==> config.mk <==
export PLATFORM = sky130hd
export DESIGN_NAME = seq_det_ctrl_flat
export DESIGN_NICKNAME = d
export VERILOG_FILES = /design/src/rtl/seq_det_ctrl_if.sv /design/src/rtl/seq_det_ctrl.sv /design/src/flat_wrapper.sv
export SDC_FILE = /design/constraint.sdc
export NUM_CORES = 1
export LEC_CHECK = 0
export BUFFER_PORTS_ARGS = -buffer_cell sky130_fd_sc_hd__buf_2
export CAP_MARGIN = 0
export CELL_PAD_IN_SITES_DETAIL_PLACEMENT = 2
export CELL_PAD_IN_SITES_GLOBAL_PLACEMENT = 2
export CORE_MARGIN = 2
export CORE_UTILIZATION = 34
export DETAILED_ROUTE_END_ITERATION = 8
export PLACE_DENSITY = 0.81
export RECOVER_POWER = 100
export SLEW_MARGIN = 30
export SYNTH_ARGS = -nofsm -noshare
export SYNTH_HDL_FRONTEND = slang
export SYNTH_SLANG_ARGS = --single-unit
==> constraint.sdc <==
create_clock -name clk -period 2.35 [get_ports clk]
set_input_delay 0.3525 -clock clk [delete_from_list [all_inputs] [get_ports clk]]
set_output_delay 0.3525 -clock clk [all_outputs]
set_load 0.05 [all_outputs]
==> src/rtl/seq_det_ctrl_if.sv <==
// Bundle of config, control, serial-input and status signals for seq_det_ctrl.
// The master drives config/control/stream; the slave (the detector) drives status.
interface seq_det_ctrl_if #(
    parameter int PAT_W = 4,
    parameter int CNT_W = 8
);
    // x is consumed on every clk edge where x_vld is high; there is no back-pressure,
    // and cfg_we/start/abort are single-cycle strobes sampled on the same edge.
    logic             cfg_we;
    logic [PAT_W-1:0] cfg_pat;
    logic             cfg_ovl;
    logic [CNT_W-1:0] cfg_target;
    logic             cfg_rej;
    logic             start;
    logic             abort;
    logic             x;
    logic             x_vld;
    logic             z;
    logic             busy;
    logic             done;
    logic             timeout;
    logic [CNT_W-1:0] match_cnt;
    logic [1:0]       dbg_state;

    modport master (
        output cfg_we, cfg_pat, cfg_ovl, cfg_target, start, abort, x, x_vld,
        input  cfg_rej, z, busy, done, timeout, match_cnt, dbg_state
    );

    modport slave (
        input  cfg_we, cfg_pat, cfg_ovl, cfg_target, start, abort, x, x_vld,
        output cfg_rej, z, busy, done, timeout, match_cnt, dbg_state
    );
endinterface

==> src/rtl/seq_det_ctrl.sv <==
// Programmable serial sequence detector with IDLE/RUN/DONE sequencing and match counting.
// Optional RUN watchdog enabled by defining SEQDET_TIMEOUT_EN.
module seq_det_ctrl #(
    parameter int PAT_W = 4,
    parameter int CNT_W = 8,
    parameter int TO_W  = 12
) (
    input  logic           clk,
    input  logic           rst_n,
    seq_det_ctrl_if.slave  bus
);
    typedef enum logic [1:0] {
        S_IDLE = 2'd0,
        S_RUN  = 2'd1,
        S_DONE = 2'd2
    } state_t;

    localparam int               FW       = $clog2(PAT_W + 1);
    localparam logic [FW-1:0]    FILL_MAX = FW'(PAT_W);
    localparam logic [PAT_W-1:0] PAT_RST  = PAT_W'(4'b1010);

    state_t           state_q, state_d;
    logic [PAT_W-1:0] pat_q, pat_d;
    logic             ovl_q, ovl_d;
    logic [CNT_W-1:0] target_q, target_d;
    logic [PAT_W-1:0] hist_q, hist_d;
    logic [FW-1:0]    fill_q, fill_d;
    logic [CNT_W-1:0] cnt_q, cnt_d;
    logic             z_q, z_d;
    logic             rej_q, rej_d;
    logic             busy_q, busy_d;
    logic             done_q, done_d;
`ifdef SEQDET_TIMEOUT_EN
    logic [TO_W-1:0]  to_cnt_q, to_cnt_d;
    logic             tmo_q, tmo_d;
`endif

    logic [PAT_W-1:0] win;
    logic [FW-1:0]    fill_inc;
    logic [CNT_W-1:0] cnt_inc;
    logic             hit;
    logic             last;

    always_comb begin
        win      = {hist_q[PAT_W-2:0], bus.x};
        fill_inc = (fill_q == FILL_MAX) ? FILL_MAX : fill_q + FW'(1);
        cnt_inc  = cnt_q + CNT_W'(1);
        // A window only counts once PAT_W valid bits have been seen since start/last match.
        hit      = (state_q == S_RUN) && bus.x_vld && (fill_inc == FILL_MAX) && (win == pat_q);
        last     = (target_q != '0) && (cnt_inc == target_q);
    end

    always_comb begin
        state_d  = state_q;
        pat_d    = pat_q;
        ovl_d    = ovl_q;
        target_d = target_q;
        hist_d   = hist_q;
        fill_d   = fill_q;
        cnt_d    = cnt_q;
        z_d      = 1'b0;
        rej_d    = 1'b0;
`ifdef SEQDET_TIMEOUT_EN
        to_cnt_d = to_cnt_q;
        tmo_d    = tmo_q;
`endif
        if (bus.abort) begin
            state_d = S_IDLE;
`ifdef SEQDET_TIMEOUT_EN
            tmo_d   = 1'b0;
`endif
        end else if (bus.start && state_q != S_RUN) begin
            state_d = S_RUN;
            hist_d  = '0;
            fill_d  = '0;
            cnt_d   = '0;
`ifdef SEQDET_TIMEOUT_EN
            to_cnt_d = '0;
            tmo_d    = 1'b0;
`endif
        end else begin
            case (state_q)
                S_RUN: begin
                    rej_d = bus.cfg_we;
                    if (bus.x_vld) begin
                        hist_d = win;
                        fill_d = fill_inc;
                    end
                    if (hit) begin
                        z_d   = 1'b1;
                        cnt_d = cnt_inc;
                        if (!ovl_q) fill_d = '0;
                        if (last) state_d = S_DONE;
                    end
`ifdef SEQDET_TIMEOUT_EN
                    // A match on the expiry edge takes precedence over the timeout.
                    if (hit) begin
                        to_cnt_d = '0;
                    end else if (to_cnt_q == '1) begin
                        state_d = S_DONE;
                        tmo_d   = 1'b1;
                    end else begin
                        to_cnt_d = to_cnt_q + TO_W'(1);
                    end
`endif
                end
                default: begin
                    if (bus.cfg_we) begin
                        pat_d    = bus.cfg_pat;
                        ovl_d    = bus.cfg_ovl;
                        target_d = bus.cfg_target;
                    end
                end
            endcase
        end
        busy_d = (state_d == S_RUN);
        done_d = (state_d == S_DONE);
    end

    always_ff @(posedge clk or negedge rst_n) begin
        if (!rst_n) begin
            state_q  <= S_IDLE;
            pat_q    <= PAT_RST;
            ovl_q    <= 1'b0;
            target_q <= CNT_W'(1);
            hist_q   <= '0;
            fill_q   <= '0;
            cnt_q    <= '0;
            z_q      <= 1'b0;
            rej_q    <= 1'b0;
            busy_q   <= 1'b0;
            done_q   <= 1'b0;
`ifdef SEQDET_TIMEOUT_EN
            to_cnt_q <= '0;
            tmo_q    <= 1'b0;
`endif
        end else begin
            state_q  <= state_d;
            pat_q    <= pat_d;
            ovl_q    <= ovl_d;
            target_q <= target_d;
            hist_q   <= hist_d;
            fill_q   <= fill_d;
            cnt_q    <= cnt_d;
            z_q      <= z_d;
            rej_q    <= rej_d;
            busy_q   <= busy_d;
            done_q   <= done_d;
`ifdef SEQDET_TIMEOUT_EN
            to_cnt_q <= to_cnt_d;
            tmo_q    <= tmo_d;
`endif
        end
    end

    assign bus.z         = z_q;
    assign bus.cfg_rej   = rej_q;
    assign bus.busy      = busy_q;
    assign bus.done      = done_q;
    assign bus.match_cnt = cnt_q;
    assign bus.dbg_state = state_q;
`ifdef SEQDET_TIMEOUT_EN
    assign bus.timeout   = tmo_q;
`else
    assign bus.timeout   = 1'b0;
`endif
endmodule

==> src/flat_wrapper.sv <==
// flat-port wrapper written by rule: the top's interface ports become plain ports
module seq_det_ctrl_flat 
#(
    parameter int PAT_W = 4,
    parameter int CNT_W = 8,
    parameter int TO_W  = 12
)
  (clk, rst_n, bus_cfg_we, bus_cfg_pat, bus_cfg_ovl, bus_cfg_target, bus_start, bus_abort, bus_x, bus_x_vld, bus_cfg_rej, bus_z, bus_busy, bus_done, bus_timeout, bus_match_cnt, bus_dbg_state);
  seq_det_ctrl_if #(.PAT_W(PAT_W), .CNT_W(CNT_W)) bus_i ();
  input  logic clk;
  input  logic rst_n;
  input wire logic [$bits(bus_i.cfg_we)-1:0] bus_cfg_we;
  input wire logic [$bits(bus_i.cfg_pat)-1:0] bus_cfg_pat;
  input wire logic [$bits(bus_i.cfg_ovl)-1:0] bus_cfg_ovl;
  input wire logic [$bits(bus_i.cfg_target)-1:0] bus_cfg_target;
  input wire logic [$bits(bus_i.start)-1:0] bus_start;
  input wire logic [$bits(bus_i.abort)-1:0] bus_abort;
  input wire logic [$bits(bus_i.x)-1:0] bus_x;
  input wire logic [$bits(bus_i.x_vld)-1:0] bus_x_vld;
  output wire logic [$bits(bus_i.cfg_rej)-1:0] bus_cfg_rej;
  output wire logic [$bits(bus_i.z)-1:0] bus_z;
  output wire logic [$bits(bus_i.busy)-1:0] bus_busy;
  output wire logic [$bits(bus_i.done)-1:0] bus_done;
  output wire logic [$bits(bus_i.timeout)-1:0] bus_timeout;
  output wire logic [$bits(bus_i.match_cnt)-1:0] bus_match_cnt;
  output wire logic [$bits(bus_i.dbg_state)-1:0] bus_dbg_state;
  assign bus_i.cfg_we = bus_cfg_we;
  assign bus_i.cfg_pat = bus_cfg_pat;
  assign bus_i.cfg_ovl = bus_cfg_ovl;
  assign bus_i.cfg_target = bus_cfg_target;
  assign bus_i.start = bus_start;
  assign bus_i.abort = bus_abort;
  assign bus_i.x = bus_x;
  assign bus_i.x_vld = bus_x_vld;
  assign bus_cfg_rej = bus_i.cfg_rej;
  assign bus_z = bus_i.z;
  assign bus_busy = bus_i.busy;
  assign bus_done = bus_i.done;
  assign bus_timeout = bus_i.timeout;
  assign bus_match_cnt = bus_i.match_cnt;
  assign bus_dbg_state = bus_i.dbg_state;
  seq_det_ctrl #(.PAT_W(PAT_W), .CNT_W(CNT_W), .TO_W(TO_W)) u_core (.clk(clk), .rst_n(rst_n), .bus(bus_i));
endmodule
Word level (Yosys, flattened, before mapping)
Cells that the tools add are included.
Widths: inputs -> output; s select.
- bits in registers: 33
- bits in latches: 0
- bits in writable memories: 0
- ROM bits: 0
- bits of input ports: 20
- output and inout bits: 15
- memories: 0
- add/sub/neg operators: 2
- multipliers: 0
- divide/modulo/power cells: 0
- $lt $le $gt $ge: 0
- eq/ne operators: 8
- shift operators: 0
- muxes and demuxes: 24
- bitwise operators: 3
- reductions and logical operators: 13
- operators with widths (operator ; count):
    $mux 3 ; 9
    $mux 8 ; 3
    $mux 2 ; 5
    $add 8x1->8 const B ; 1
    $eq 8x8->1 ; 1
    $reduce_bool 8->1 ; 1
    $mux 1 ; 7
    $eq 3x3->1 const B ; 2
    $reduce_and 3->1 ; 2
    $reduce_bool 2->1 ; 3
    $logic_and 1x1->1 ; 5
    $eq 2x1->1 const B ; 2
    $eq 4x4->1 ; 1
    $reduce_and 4->1 ; 1
    $add 3x1->3 const B ; 1
    $not 1->1 ; 3
    $eq 2x2->1 const B ; 1
    $ne 2x1->1 const B ; 1
    $reduce_and 2->1 ; 1

Longest topological paths before layout
- word-level depth: 10
- gate-level depth with buffers: 7
- depth with buffers taken out: 7

Worst setup path before layout
Ideal clock, no wire load.
- path kind: register to register
- start point: register u_core.cnt_q[0] (netlist: u_core.bus.match_cnt[0])
- end point: register u_core.state_q[1] (netlist: u_core.bus.dbg_state[1])
- arrival time: 2.325 ns
- data required time: 2.258 ns
- slack: -0.067 ns
- cell stages (with the launch flop): 7
- path through: dfrtp_1 ha_1 nand3_2 o21a_1 o31a_1 or4_4 o31ai_2
- longest elaborated chain between the ends: 8
- ends and longest elaborated chain (what ; RTL line ; text):
    start, declared ; seq_det_ctrl.sv:28 ; logic [CNT_W-1:0] cnt_q, cnt_d;
    start signal, assigned ; seq_det_ctrl.sv:144 ; cnt_q <= cnt_d;
    $add 8x1->8 ; seq_det_ctrl.sv:47 ; cnt_inc = cnt_q + CNT_W'(1);
    $eq 8x8->1 ; seq_det_ctrl.sv:50 ; last = (target_q != '0) && (cnt_inc == target_q);
    $logic_and 1x1->1 ; seq_det_ctrl.sv:50 ;
    $mux 2 ; seq_det_ctrl.sv:93 ; if (last) state_d = S_DONE;
    $mux 2 ; seq_det_ctrl.sv:89 ; if (hit) begin
    $mux 2 ; seq_det_ctrl.sv:82 ; case (state_q)
    $mux 2 ; seq_det_ctrl.sv:72 ; end else if (bus.start && state_q != S_RUN) begin
    $mux 2 ; seq_det_ctrl.sv:67 ; if (bus.abort) begin
    via u_core.state_d[1] ; seq_det_ctrl.sv:22 ; state_t state_q, state_d;
    end signal, assigned ; seq_det_ctrl.sv:138 ; state_q <= state_d;
    end, declared ; seq_det_ctrl.sv:22 ;
The timed path passes the listed nets, and every way through them passes these cells.
A chain may end at the register's enable or synchronous reset.

Final worst setup path
Same ends and word-level chain as after synthesis.

==> results.ini <==
[run_status]
status = finished with violations
violations = capacitance limit, slew limit

[synthesis]
yosys-mux-area-fraction_pct = 8.41
synth_warnings = 0
synth_compound_area_share_pct = 17.2
netlist_instances = 180
netlist_area_mm2 = 0.00186
syn_nets = 203
synth_area_leaders = dfrtp_1 (40%), mux2_2 (7.9%), dfstp_2 (4.2%), xnor2_1 (3.3%), nand2_1 (2.8%)
synth_xor_area_share_pct = 6.12
netlist.area_leader.share_pct = 40.4
synth_edf_count = 0
yosys_register_bits = 33
synth_fa_ha_area_share_pct = 2.02
synth-simple-area-share_pct = 18.2
seq_area_frac_synth_pct = 44.6
syn_avg_cell_area_um2 = 10.3
synth_largest_area_cell = dfrtp_1
synthArstFlopShare_pct = 100
synthDistinctLibCells = 52
ys.flop_type = dfrtp_1
synth_top_family_by_area = simple AND/OR/NAND/NOR gates

[drt]
first_pass_iters = 4
drc_errors = 0
wl_um = 5530
drtIter0Drc = 84
highest_layer = met4
dr_wl_met3_um = 148
wl_per_cell_um = 19.1
met1_length_um = 2330
viasPerCell = 5.43
route.met2.wl_um = 2990
vias = 1569
ant_nets = 0

[clocking]
h-tree-depth = 2
numCtsBuffers = 5
cts-root-buf = clkbuf_8
cts.path.max_buffers = 2
clock_sink_count = 33
clk_latency_ps = 290
cts_tree = yes
path_clk_slew_ps = 70
cts_hold_buf = 0

[sta]
worstMarginPinSlew_ps = 1830
slew_violations = 34
period_share_pct = 94.8
fin_crit_ps = 2230
timing.fmax_ghz = 0.449
setup_viol = 0
finalSetupTns_ps = 0
hold_viol = 0
slew_headroom_pct = -22.1
fin_worst_skew_ps = 6.34
holdWs_ps = 268

[global_routing]
grt_pass1_wl_um = 9080
antenna_found_initial = 0
grt_pass1_vias = 1739
grt_max_degree = 34
grt_use_total_pct = 19.5
overflow = 0

[min_path]
hp-start = bus_cfg_target[3]
hold_path_class = input port to register

[setup_path]
cp.required_ps = 2540
critPathArrivalTime_ps = 2420
start_kind = register
crit_type = register to register
r2r-start = u_core.bus.match_cnt[0]$_DFFE_PN0P_
critPathLaunch = u_core.bus.match_cnt[0]$_DFFE_PN0P_
path_max_fanout = 6
cp-end-kind = register

[die]
num_rows = 26
die_h_um = 78.0
dieArea_mm2 = 0.00608
start_util_pct = 35.7
die_w_um = 78.0
ios = 35
core_mm2 = 0.00520

[pwr]
peakVddDrop_uv = 376
p_leak_nw = 0.887
power_mw = 1.46
p_per_area_mw_per_mm2 = 659

[final_layout]
area_delta_synth_final_pct = 18.8
antenna_cells = 0
final-seq-area_um2 = 832
nNetsFinal = 241
nFillCells = 599
multi_input_area_mm2 = 0.00100
drive_gt1_share_pct = 26.0

[job]
max-cap-violations = 1

[place]
io_buffers = 33
gp_congestion = 0.820
hpwl_um = 3950

[where the power goes]
group	switching, mW	internal, mW	total, mW
combinational	0.182	0.146	0.327
clock	0.207	0.210	0.417
sequential	0.0675	0.644	0.711
[registers in the layout, summed over array words and instances (netlist names)]
| signal | count |
|---|---|
| u_core.bus.busy | 1 |
| u_core.bus.cfg_rej | 1 |
| u_core.bus.dbg_state | 2 |
| u_core.bus.done | 1 |
| u_core.bus.match_cnt | 8 |
| u_core.bus.z | 1 |
| u_core.fill_q | 3 |
| u_core.hist_q | 3 |
| u_core.ovl_q | 1 |
| u_core.pat_q | 4 |
| u_core.target_q | 8 |
[cells in the final DEF (no fill, tap or decap), types with 3 or more instances in the layout]
cell type / count
nor3_1: 3
nand2_1: 14
xnor2_1: 7
nor4_1: 3
dfrtp_1: 28
mux2_2: 13
clkbuf_1: 19
dfstp_2: 3
o22ai_1: 3
a22o_1: 5
o21ai_1: 3
nand3b_1: 4
buf_2: 18
xor2_1: 6
o31ai_1: 3
nand3_1: 3
a21oi_1: 8
a211oi_1: 4
nor2_1: 5
o21ai_0: 6
clkbuf_8: 5
inv_1: 10
[per-stage QoR]
step | worst slack, ps | util (%) | cell area [µm²] | std cells
global placement | 195 | 40.7 | 2120 | 281
global route | -4.80 | 42.5 | 2210 | 289
detailed placement | 91.9 | 40.7 | 2120 | 281
finish | 122 | 42.5 | 2210 | 289
floorplan | 114 | - | 1860 | 180
CTS | 78.9 | 42.2 | 2200 | 289
[path summary, 6_finish.rpt]
check                           cells past startpoint  slack, ps                             endpoint
worst max-delay path                                6        120    u_core.bus.dbg_state[1]$_DFF_PN0_
worst min-delay path                                3        270       u_core.target_q[3]$_DFFE_PN0P_
worst max register to register                      6        120    u_core.bus.dbg_state[1]$_DFF_PN0_
worst min register to register                      1        510             u_core.ovl_q$_DFFE_PN0P_
max in group asynchronous                           1        600  u_core.bus.match_cnt[1]$_DFFE_PN0P_
min in group asynchronous                           1        550            u_core.bus.busy$_DFF_PN0_
[metal layers]
metal,up-vias,track usage (%)
met2,15,35.5
met3,6,3.95
li1,735,-
met5,-,0
met4,0,5.26
met1,813,23.1
[logic make-up after synthesis]
logic type / Yosys count
AND/OR/NAND/NOR: 55
AO/OA/AOI/OAI: 46
flip-flops: 33
buffers and inverters: 15
multiplexers: 14
XOR/XNOR: 13
adder cells (fa/ha/maj): 3
other: 1
[worst max-delay path, cell delays in order, from the launching register on]
cell	delay (ps)
dfrtp_2	460
ha_4	270
xor2_1	150
a311oi_1	280
nand4_1	170
or4_4	570
o31ai_2	230
[cells in the mapped netlist, types with 3 or more instances]
| library cell | n |
|---|---|
| ha_1 | 3 |
| a21oi_1 | 8 |
| nand3b_1 | 4 |
| nor3_1 | 3 |
| nand3_1 | 3 |
| a211oi_1 | 4 |
| or4_1 | 3 |
| o21ai_1 | 3 |
| o22ai_1 | 3 |
| clkbuf_1 | 3 |
| dfstp_2 | 3 |
| inv_1 | 10 |
| xor2_1 | 6 |
| mux2_2 | 13 |
| xnor2_1 | 7 |
| o21ai_0 | 6 |
| nand2_1 | 14 |
| a22o_1 | 5 |
| dfrtp_1 | 30 |
| nor4_1 | 5 |
| nor2_1 | 5 |
| o31ai_1 | 3 |
[area by class of cell]
cell class / instances / area share (%)
flip-flops and latches: 33 / 37.7
well taps: 70 / 3.96
clock buffers: 8 / 3.62
inverters: 10 / 1.70
repair buffers: 36 / 7.64
multi-input cells: 132 / 45.4
[what timing repair did]
| item | CTS | global route |
|---|---|---|
| setup buffers | 0 | 0 |
| resized for setup | 0 | 6 |
| endpoints found under the setup margin | 0 | 9 |
| hold endpoints to repair | 0 | 0 |
No activity file was read; power rests on OpenSTA's default activity.
